File: src/rtl/merge.sv
// merge: N-to-1 round-robin bus merger; several masters share one slave,
// one transfer at a time, grant held until the slave returns ready.
// Revision: 1.0

`default_nettype none

`ifndef D
`define D 0
`endif
`ifndef I
`define I 1
`endif
`ifndef BUS_REQ_W
`define BUS_REQ_W(T, A) (((T) == `D) ? (1 + (A) + 32 + 4) : (1 + (A)))
`endif
`ifndef BUS_RESP_W
`define BUS_RESP_W 33
`endif

module merge #(
    parameter int TYPE      = `D,
    parameter int N_MASTERS = 2,
    parameter int ADDR_W    = 32
) (
    input  logic                                          clk,
    input  logic                                          rst_n,
    input  logic [N_MASTERS*`BUS_REQ_W(TYPE, ADDR_W)-1:0] m_req,
    output logic [N_MASTERS*`BUS_RESP_W-1:0]              m_resp,
    output logic [`BUS_REQ_W(TYPE, ADDR_W)-1:0]           s_req,
    input  logic [`BUS_RESP_W-1:0]                        s_resp
);

    localparam int c_REQ_W  = `BUS_REQ_W(TYPE, ADDR_W);
    localparam int c_RESP_W = `BUS_RESP_W;
    localparam int c_GW     = $clog2(N_MASTERS);

    localparam logic [0:0] c_IDLE = 1'b0;
    localparam logic [0:0] c_BUSY = 1'b1;

    logic [0:0]             r_state;
    logic [c_GW-1:0]        r_grant;
    logic [c_GW-1:0]        r_prio;

    logic [N_MASTERS-1:0]   w_valid;
    logic [2*N_MASTERS-1:0] w_rot;
    logic [c_GW-1:0]        w_off;
    logic [c_GW:0]          w_sum;
    logic [c_GW-1:0]        w_winner;
    logic [c_GW-1:0]        w_grant_inc;
    logic                   w_any;
    logic                   w_ready;

    generate
        for (genvar g = 0; g < N_MASTERS; g++) begin : g_valid
            assign w_valid[g] = m_req[g*c_REQ_W + c_REQ_W - 1];
        end
    endgenerate

    assign w_any   = |w_valid;
    assign w_ready = s_resp[0];

    // Rotate the valid vector so bit 0 is the prio master; the lowest set bit
    // is the offset of the winner from prio.
    always_comb begin
        w_rot = {w_valid, w_valid} >> r_prio;
        w_off = '0;
        for (int j = N_MASTERS - 1; j >= 0; j--) begin
            if (w_rot[j]) begin
                w_off = c_GW'(j);
            end
        end
        w_sum    = {1'b0, r_prio} + {1'b0, w_off};
        w_winner = (w_sum >= (c_GW+1)'(N_MASTERS))
                 ? c_GW'(w_sum - (c_GW+1)'(N_MASTERS))
                 : c_GW'(w_sum);
    end

    assign w_grant_inc = (r_grant == c_GW'(N_MASTERS - 1)) ? '0 : r_grant + 1'b1;

    always_ff @(posedge clk or negedge rst_n) begin
        if (!rst_n) begin
            r_state <= c_IDLE;
            r_grant <= '0;
            r_prio  <= '0;
        end else if (r_state == c_IDLE) begin
            if (w_any) begin
                r_grant <= w_winner;
                r_state <= c_BUSY;
            end
        end else begin
            if (w_ready) begin
                r_state <= c_IDLE;
                r_prio  <= w_grant_inc;
            end
        end
    end

    // Request and response paths are pure muxes; nothing is forwarded in IDLE.
    always_comb begin
        s_req  = '0;
        m_resp = '0;
        if (r_state == c_BUSY) begin
            s_req                                  = m_req[r_grant*c_REQ_W +: c_REQ_W];
            m_resp[r_grant*c_RESP_W +: c_RESP_W]   = s_resp;
        end
    end

endmodule

`default_nettype wire

File: config.mk
export PLATFORM = sky130hd
export DESIGN_NAME = merge
export DESIGN_NICKNAME = d
export VERILOG_FILES = /design/src/rtl/merge.sv
export SDC_FILE = /design/constraint.sdc
export NUM_CORES = 1
export LEC_CHECK = 0
export ABC_AREA = 1
export CAP_MARGIN = 20
export CORE_AREA = 2 2 121 123
export CTS_BUF_LIST = sky130_fd_sc_hd__clkbuf_8
export CTS_CLUSTER_DIAMETER = 80
export DETAILED_ROUTE_END_ITERATION = 8
export DIE_AREA = 0 0 123 125
export PLACE_DENSITY = 0.54
export SLEW_MARGIN = 20
export SYNTH_ARGS = -nofsm -noshare
export SYNTH_HDL_FRONTEND = slang
export SYNTH_SLANG_ARGS = --single-unit
File: constraint.sdc
create_clock -name clk -period 1.6 [get_ports clk]
set_clock_uncertainty 0.05 [all_clocks]
set_input_delay 0.48 -clock clk [delete_from_list [all_inputs] [get_ports clk]]
set_output_delay 0.48 -clock clk [all_outputs]
set_load 0.1 [all_outputs]
Word-level counts from Yosys, hierarchy flattened

Index checks and enable logic that the tools add are counted.
W data, S select, Z words.

Bits in registers: 3
Bits in latches: 0
RAM bits: 0
Bits in read-only memories: 0
Input bits: 173
Memories kept: 0

Add/subtract/negate cells: 4
$mul: 2
Div/mod/pow operators: 0
Order comparisons: 1
Eq/ne operators: 0
Shifts and indexed selects: 4
Muxes and demuxes: 9
Bitwise logic cells: 2
Reduce and logical (&&, ||, !) cells: 3

Operator list:

| cell                       | number |
|---|---|
| $shiftx A138 B9 Y69        | 1 |
| $mux W69                   | 1 |
| $and A66 B66 Y66           | 1 |
| $mux W66                   | 1 |
| $shift A33 B34 Y66 const A | 1 |
| $shiftx A33 B34 Y66        | 1 |
| $neg A7 Y34                | 1 |
| $mul A1 B7 Y8 const B      | 1 |
| $mul A1 B6 Y7 const B      | 1 |
| $mux W1                    | 7 |
| $reduce_and A2 Y1          | 2 |
| $shr A4 B1 Y2              | 1 |
| $add A1 B1 Y2              | 1 |
| $ge A2 B2 Y1 const B       | 1 |
| $reduce_or A2 Y1           | 1 |
| $add A1 B1 Y1 const B      | 1 |
| $not A1 Y1                 | 1 |
| $sub A1 B1 Y1 const B      | 1 |

Longest topological paths before layout

Gate-level depths: netlist of the first run.

Depth in word-level cells: 6
Depth in mapped cells: 7

Worst setup path before layout of the first run

Ideal clock, no wire load.

Kind: register -> output
Start: reg r_grant
End: out m_resp[10]
Arrival time: 2045 ps
Slack: -975 ps
Stages on the path, launching flop included: 5
Buffers on the path: 1
Cells stage by stage: dfrtp_1 > inv_2 > nand2_1 > buf_2 > nor2_1

Longest elaborated chain between the ends: 5

Ends and longest elaborated chain:

| item                                                             | line | source |
|---|---|---|
| start: declaration                                               | 41   | `logic [c_GW-1:0] r_grant;` |
| start signal: assignment                                         | 87   | `r_grant <= w_winner;` |
| $mul A1 B6 Y7 (*)                                                | 104  | `m_resp[r_grant*c_RESP_W +: c_RESP_W] = s_resp;` |
| $neg A7 Y34 (*)                                                  | 104  |  |
| $shiftx A33 B34 Y66 / $shift A33 B34 Y66 (equally long branches) | 104  |  |
| $and A66 B66 Y66 (no source line) (*)                            | n/a  |  |
| $mux W66 (*)                                                     | 102  | `if (r_state == c_BUSY) begin` |
| end: declaration                                                 | 28   | `` output logic [N_MASTERS*`BUS_RESP_W-1:0] m_resp, `` |

Every way passes the cells marked *; elsewhere a longest branch is shown, timed or not.

Worst setup path in the final report of the first run

Start: reg r_state
End: out s_req[4]

Longest elaborated chain between the ends: 1

Ends and longest elaborated chain:

| item                     | line | source |
|---|---|---|
| start: declaration       | 40   | `logic [0:0] r_state;` |
| start signal: assignment | 82   | `r_state <= c_IDLE;` |
| start signal: assignment | 88   | `r_state <= c_BUSY;` |
| start signal: assignment | 92   | `r_state <= c_IDLE;` |
| $mux W69                 | 102  |  |
| end: declaration         | 29   | `` output logic [`BUS_REQ_W(TYPE, ADDR_W)-1:0] s_req, `` |

No other way between the ends.

==> results of run 1 <==
## layer usage
metal	share of wire, %	GRT usage, %	vias up
met4	1.9	4.14	0
met5	0	0	-
met1	31	17.3	1687
met2	55	32.9	206
li1	-	-	1738
met3	12	7.39	19
## worst max-delay path by stage
stage | from | endpoint | slack (ns)
floorplan | s_resp[1] | m_resp[34] | -0.28
global placement | s_resp[0] | m_resp[33] | -0.40
detailed placement | s_resp[0] | m_resp[33] | -0.38
CTS | r_grant$_DFFE_PN0P_ | s_req[15] | -0.43
global route | r_state$_DFF_PN0_ | s_req[26] | -0.43
finish | r_state$_DFF_PN0_ | s_req[4] | -0.39
## sequential cells by signal (all words and copies together) (netlist names)
| signal | cells |
|---|---|
| r_prio | 1 |
| r_grant | 1 |
| r_state | 1 |
## power by group
part | switching [mW] | internal (mW) | total, mW
clock | 0.0557 | 0.164 | 0.219
combinational | 12.4 | 7.15 | 19.6
sequential | 0.0634 | 0.114 | 0.177
## layout by cell type (no fill, tap or decap), drive strengths merged
cell type      Yosys  layout
a21oi              1       1
buf               22     171
clkbuf             6       9
clkdlybuf4s50      0     168
dfrtp              3       3
dlygate4sd2        0       4
inv               37      38
nand2            145     145
nand3             71      71
nor2              66      66
o211ai             1       1
## cells by family after synthesis
logic type | after synthesis | synth area share, %
AOI/OAI and AO/OA | 2 | 0.820
buffers and inverters | 65 | 18.5
DFF | 3 | 4.92
and+or+nand+nor | 282 | 75.7
## area by class of cell
type / count / area [µm²]
tap: 184 / 230
sequential: 3 / 80.1
multi-input combinational: 284 / 3410
clock buffer: 3 / 41.3
clock inverter: 1 / 3.75
timing repair buffer: 349 / 5180
inverter: 37 / 163
fill: 1108 / 5100
## repair_timing
| action | CTS | global route |
|---|---|---|
| hold buffers | 0 | 0 |
| endpoints found under the setup margin | 135 | 135 |
| buffers inserted | 6 | 0 |
| resized for setup | 96 | 49 |
| pin swaps | 6 | 7 |
| gates cloned | 4 | 6 |
==> flow_metrics.env, run 1 <==
export IMPL_worst_skew_pair_late_latency_ns=0.22
export IMPL_grt_first_pass_wirelength_um=20800
export IMPL_report_final_hold_viol_count=0
export IMPL_synthTopCellsByCount="nand2_1, nand3_1, nor2_1"
export IMPL_crit_path_max_fanout=13
export IMPL_worst_setup_hold_path_clk_slew_ns=0.03
export IMPL_postSynth_asyncResetShare_pct=100
export IMPL_dr_first_iter_drc_count=81
export IMPL_crit_path_end_kind="output pin"
export IMPL_cts_sink_count=3
export IMPL_worstPathArrival_ns=1.46
export IMPL_synth_cell_types=14
export IMPL_grt_usage_pct=17.4
export IMPL_worst_path_most_repeated_cell="buf_12"
export IMPL_ys_seq_area_share_pct=4.92
export IMPL_num_io_pins=308
export IMPL_detail_route_first_pass_iterations=4
export IMPL_ys_dominant_reg_cell="dfrtp_1"
export IMPL_pre_cts_slack_ns=-0.384
export IMPL_worstHoldPathType="in -> async"
export IMPL_cp_buffers_inverters=3
export IMPL_die_width_um=123
export IMPL_fp_dieArea_mm2=0.0154
export IMPL_finish_net_count=851
export IMPL_routed_via_count=3650
export IMPL_route_antenna_remaining_nets=0
export IMPL_finalCoreUtilization_pct=64.1
export IMPL_max_cap_viol=0
export IMPL_synthMostInstantiatedCell="nand2_1"
export IMPL_synth_nets=525
export IMPL_yosysTopAreaCell="nand2_1"
export IMPL_synth_enable_flop_cells=0
export IMPL_yosys_warnings=0
export IMPL_cts_root_buffer_cell="clkbuf_8"
export IMPL_place_hpwl_um=11200
export IMPL_avgSynthCellArea_um2=4.33
export IMPL_synth_seq_cells=3
export IMPL_grt_antenna_before_repair=0
export IMPL_violations="negative setup slack"
export IMPL_placement_cell_area_mm2=0.00815
export IMPL_drt_total_wl_um=14200
export IMPL_ys_top_cells_by_area="nand2_1, nand3_1, nor2_1"
export IMPL_timing_critical_path_max_delay_family="buffers and inverters"
export IMPL_cp_slowest_cell="dfrtp_4"
export IMPL_layout_drive_gt1_share_pct=66.5
export IMPL_vias_in_the_first_global_route=3886
export IMPL_die_height_um=125
export IMPL_cp_num_cells=5
export IMPL_post_route_cell_area_mm2=0.00911
export IMPL_fmax_mhz=504
export IMPL_outcome="finished with violations"
export IMPL_timing_final_crit_share_pct=124
export IMPL_worst_ir_drop_on_vdd_mv=1.31
export IMPL_finalMaxSlewViolations=0
export IMPL_path_cells="buf_12, buf_12, nand3_2, nand2_8, buf_12"
export IMPL_startpoint_type="flop"
export IMPL_area_growth_pct=497
export IMPL_slew_headroom_pct=86.1
export IMPL_design_power_total_mw=20.0
export IMPL_grt_max_degree=18
export IMPL_port_buffers=307
export IMPL_critical_path_max_stage_delay_ns=0.47
export IMPL_report_final_setup_viol=135
export IMPL_r2r_worst_path_cells=6
export IMPL_cts_buffers=3
export IMPL_stdcell_count=861
export IMPL_initial_utilization_pct=10.7
export IMPL_postSynthCellCount=352
export IMPL_whs_ns=0.402
export IMPL_cts_max_level=1
export IMPL_timing_rr_start="r_state$_DFF_PN0_"
export IMPL_power_density_mw_per_mm2=2190
export IMPL_tightest_slew_ns=0.208
export IMPL_routabilityCongestion=0.778
export IMPL_worst_ep_required_time_ns=1.07
export IMPL_floorplan_core_area_mm2=0.0142
export IMPL_fin_tns_setup_ns=-46.85
export IMPL_post_drt_wl_per_cell_um=16.5
export IMPL_place_detailed_instances=843
export IMPL_mappedNetlistArea_mm2=0.00153
export IMPL_r2r_end="r_grant$_DFFE_PN0P_"
export IMPL_leakagePower_nw=3.56
export IMPL_criticalPathCategory="reg -> out"
export IMPL_rows=44
export IMPL_tritoncts="built"
export IMPL_period_needed_ns=1.99
export IMPL_insertedDiodeCount=0
export IMPL_detail_route_vias_per_cell=4.24
export IMPL_rsz0062_at_grt="yes"
export IMPL_rrSetupSlack_ns=0.27
export IMPL_netlist_area_leader_share_pct=35.4
export IMPL_setup_slack_ns=-0.385
export IMPL_drcViolationCount=0
export IMPL_max_clock_path_buffers=2
export IMPL_gr_total_overflow=0
(Power assumes the default switching activity.)
==> run 2: changes to the inputs <==
- ABC_CLOCK_PERIOD_IN_PS: not set -> 1600
==> results of run 2 <==
No change in the layout: final DEF, timing and power equal those of run 1.
==> run 3: changes to the inputs <==
- PLACE_DENSITY: 0.54 -> not set
- PLACE_DENSITY_LB_ADDON: not set -> 0.08
==> run 3 against run 2 <==
Compared with the run above:
- the run still ends with negative setup slack left
- worst hold slack gained 0.0053 ns
- final cell count is 0.12% lower
- via count is 2.1% lower
- wire length decreased by 3.8%
- worst setup slack improved by 0.014 ns
- fmax rose by 0.71%
- core utilization down 0.86 points
- clock-buffer cell count did not move
- non-clock buffer count shrank 1
- largest power group unchanged
==> flow_metrics.env, run 3 (synthesis gave the netlist of run 1 again) <==
export IMPL_outcome="finished with violations"
export IMPL_violations="negative setup slack"
export IMPL_initial_utilization_pct=10.7
export IMPL_reg_largest_list="r_grant (1), r_prio (1), r_state (1)"
export IMPL_worst_ir_drop_on_vdd_mv=1.22
export IMPL_tritoncts="built"
export IMPL_crit_path_max_fanout=17
export IMPL_layout_drive_gt1_share_pct=65.4
export IMPL_max_clock_path_buffers=2
export IMPL_grt_antenna_before_repair=0
export IMPL_worstHoldPathType="in -> async"
export IMPL_fp_dieArea_mm2=0.0154
export IMPL_die_width_um=123
export IMPL_drt_total_wl_um=13700
export IMPL_insertedDiodeCount=0
export IMPL_cts_root_buffer_cell="clkbuf_8"
export IMPL_power_density_mw_per_mm2=2200
export IMPL_detail_route_vias_per_cell=4.16
export IMPL_cts_sink_count=3
export IMPL_worst_setup_hold_path_clk_slew_ns=0.03
export IMPL_finalMaxSlewViolations=0
export IMPL_routabilityCongestion=0.748
export IMPL_cts_max_level=1
export IMPL_rrSetupSlack_ns=0.04
export IMPL_startpoint_type="flop"
export IMPL_port_buffers=307
export IMPL_placement_cell_area_mm2=0.00816
export IMPL_slew_headroom_pct=85.4
export IMPL_dr_first_iter_drc_count=79
export IMPL_area_growth_pct=489
export IMPL_worst_ep_required_time_ns=1.07
export IMPL_p_seq_share_pct=0.9
export IMPL_criticalPathCategory="reg -> out"
export IMPL_cts_buffers=3
export IMPL_share_of_power_burned_in_combinational_logic_pct=98.0
export IMPL_drcViolationCount=0
export IMPL_place_hpwl_um=11100
export IMPL_tightest_slew_ns=0.219
export IMPL_floorplan_core_area_mm2=0.0142
export IMPL_worst_skew_pair_late_latency_ns=0.21
export IMPL_worstPathArrival_ns=1.44
export IMPL_finish_net_count=850
export IMPL_report_final_hold_viol_count=0
export IMPL_setup_slack_ns=-0.371
export IMPL_total_internal_power_mw=7.35
export IMPL_post_route_cell_area_mm2=0.00898
export IMPL_power_net_switching_mw=12.4
export IMPL_grt_max_degree=20
export IMPL_routed_via_count=3575
export IMPL_timing_final_crit_share_pct=123
export IMPL_rows=44
export IMPL_netSwitchingFraction_pct=62.8
export IMPL_die_height_um=125
export IMPL_layout_cells_most_common="clkdlybuf4s50_1"
export IMPL_route_antenna_remaining_nets=0
export IMPL_max_cap_viol=0
export IMPL_grt_usage_pct=17.1
export IMPL_clock_power_share_pct=1.1
export IMPL_crit_path_end_kind="output pin"
export IMPL_fmax_mhz=507
export IMPL_vias_in_the_first_global_route=3767
export IMPL_post_drt_wl_per_cell_um=15.9
export IMPL_num_io_pins=308
export IMPL_cts_hold_buffers_added=0
export IMPL_leakagePower_nw=3.70
export IMPL_finalCoreUtilization_pct=63.3
export IMPL_most_common_layout_cells="clkdlybuf4s50_1, buf_12, nor2_4, nand2_8, nand3_2"
export IMPL_detail_route_first_pass_iterations=4
export IMPL_grt_first_pass_wirelength_um=20400
export IMPL_report_final_setup_viol=135
export IMPL_period_needed_ns=1.97
export IMPL_rsz0062_at_grt="yes"
export IMPL_gr_total_overflow=0
-- run 3: final cells by class --
type	count	area, µm²
Clock buffer	3	41.3
Clock inverter	1	3.75
Fill cell	1162	5220
Inverter	37	163
Multi-Input combinational cell	284	3320
Sequential cell	3	80.1
Tap cell	184	230
Timing Repair Buffer	348	5140
-- run 3: worst paths after layout --
| kind | startpoint | end | depth (start not counted) |
|---|---|---|---|
| worst max-delay path | r_state$_DFF_PN0_ | s_req[44] | 5 |
| worst min-delay path | rst_n | r_prio$_DFFE_PN0P_ | 1 |
| worst max register to register | r_state$_DFF_PN0_ | r_prio$_DFFE_PN0P_ | 7 |
| worst min register to register | r_prio$_DFFE_PN0P_ | r_prio$_DFFE_PN0P_ | 2 |
| max in group asynchronous | rst_n | r_state$_DFF_PN0_ | 1 |
| min in group clk | r_prio$_DFFE_PN0P_ | r_prio$_DFFE_PN0P_ | 2 |
-- run 3: repair_timing --
item | 4_1_cts | 5_1_grt
resized for setup | 116 | 13
setup buffers | 4 | 0
hold endpoints to repair | 0 | 0
cloned | 6 | 3
pin swaps | 2 | 5
setup endpoints to repair | 135 | 135
-- run 3: metal layers --
metal | GRT usage (%) | vias to the layer above | share of wire [%] | wire length, µm
met5 | 0 | - | 0 | 0
met4 | 1.80 | 0 | 0.31 | 42
met3 | 6.25 | 2 | 11 | 1430
met2 | 34.2 | 167 | 57 | 7810
met1 | 16.9 | 1673 | 32 | 4370
li1 | - | 1733 | - | -
-- run 3: power groups by stage --
stage | clock, mW | sequential [mW] | combinational (mW)
6_report | 0.209 | 0.178 | 19.4
5_1_grt | 0.229 | 0.183 | 20.0
4_1_cts | 0.214 | 0.179 | 19.3
3_5_place_dp | 0 | 0.168 | 18.2
3_3_place_gp | 0 | 0.167 | 18.1
2_1_floorplan | 0 | 0.150 | 12.0
-- run 3: critical path: stages (launching register included) --
cell and delay, ns:
dfrtp_4 0.48, buf_6 0.16, buf_12 0.18, nand3_2 0.15, nand2_8 0.09, buf_12 0.16
-- run 3: metrics by stage --
stage	power [mW]	setup WS, ns	hold WS, ns	TNS, ns	std cells
floorplan	12.2	-0.280	0.134	-19.72	352
global placement	18.3	-0.378	0.481	-36.69	843
CTS	19.6	-0.388	0.410	-48.36	857
global route	20.4	-0.429	0.414	-53.56	860
detailed placement	18.4	-0.410	0.506	-37.92	843
finish	19.8	-0.371	0.407	-46.04	860
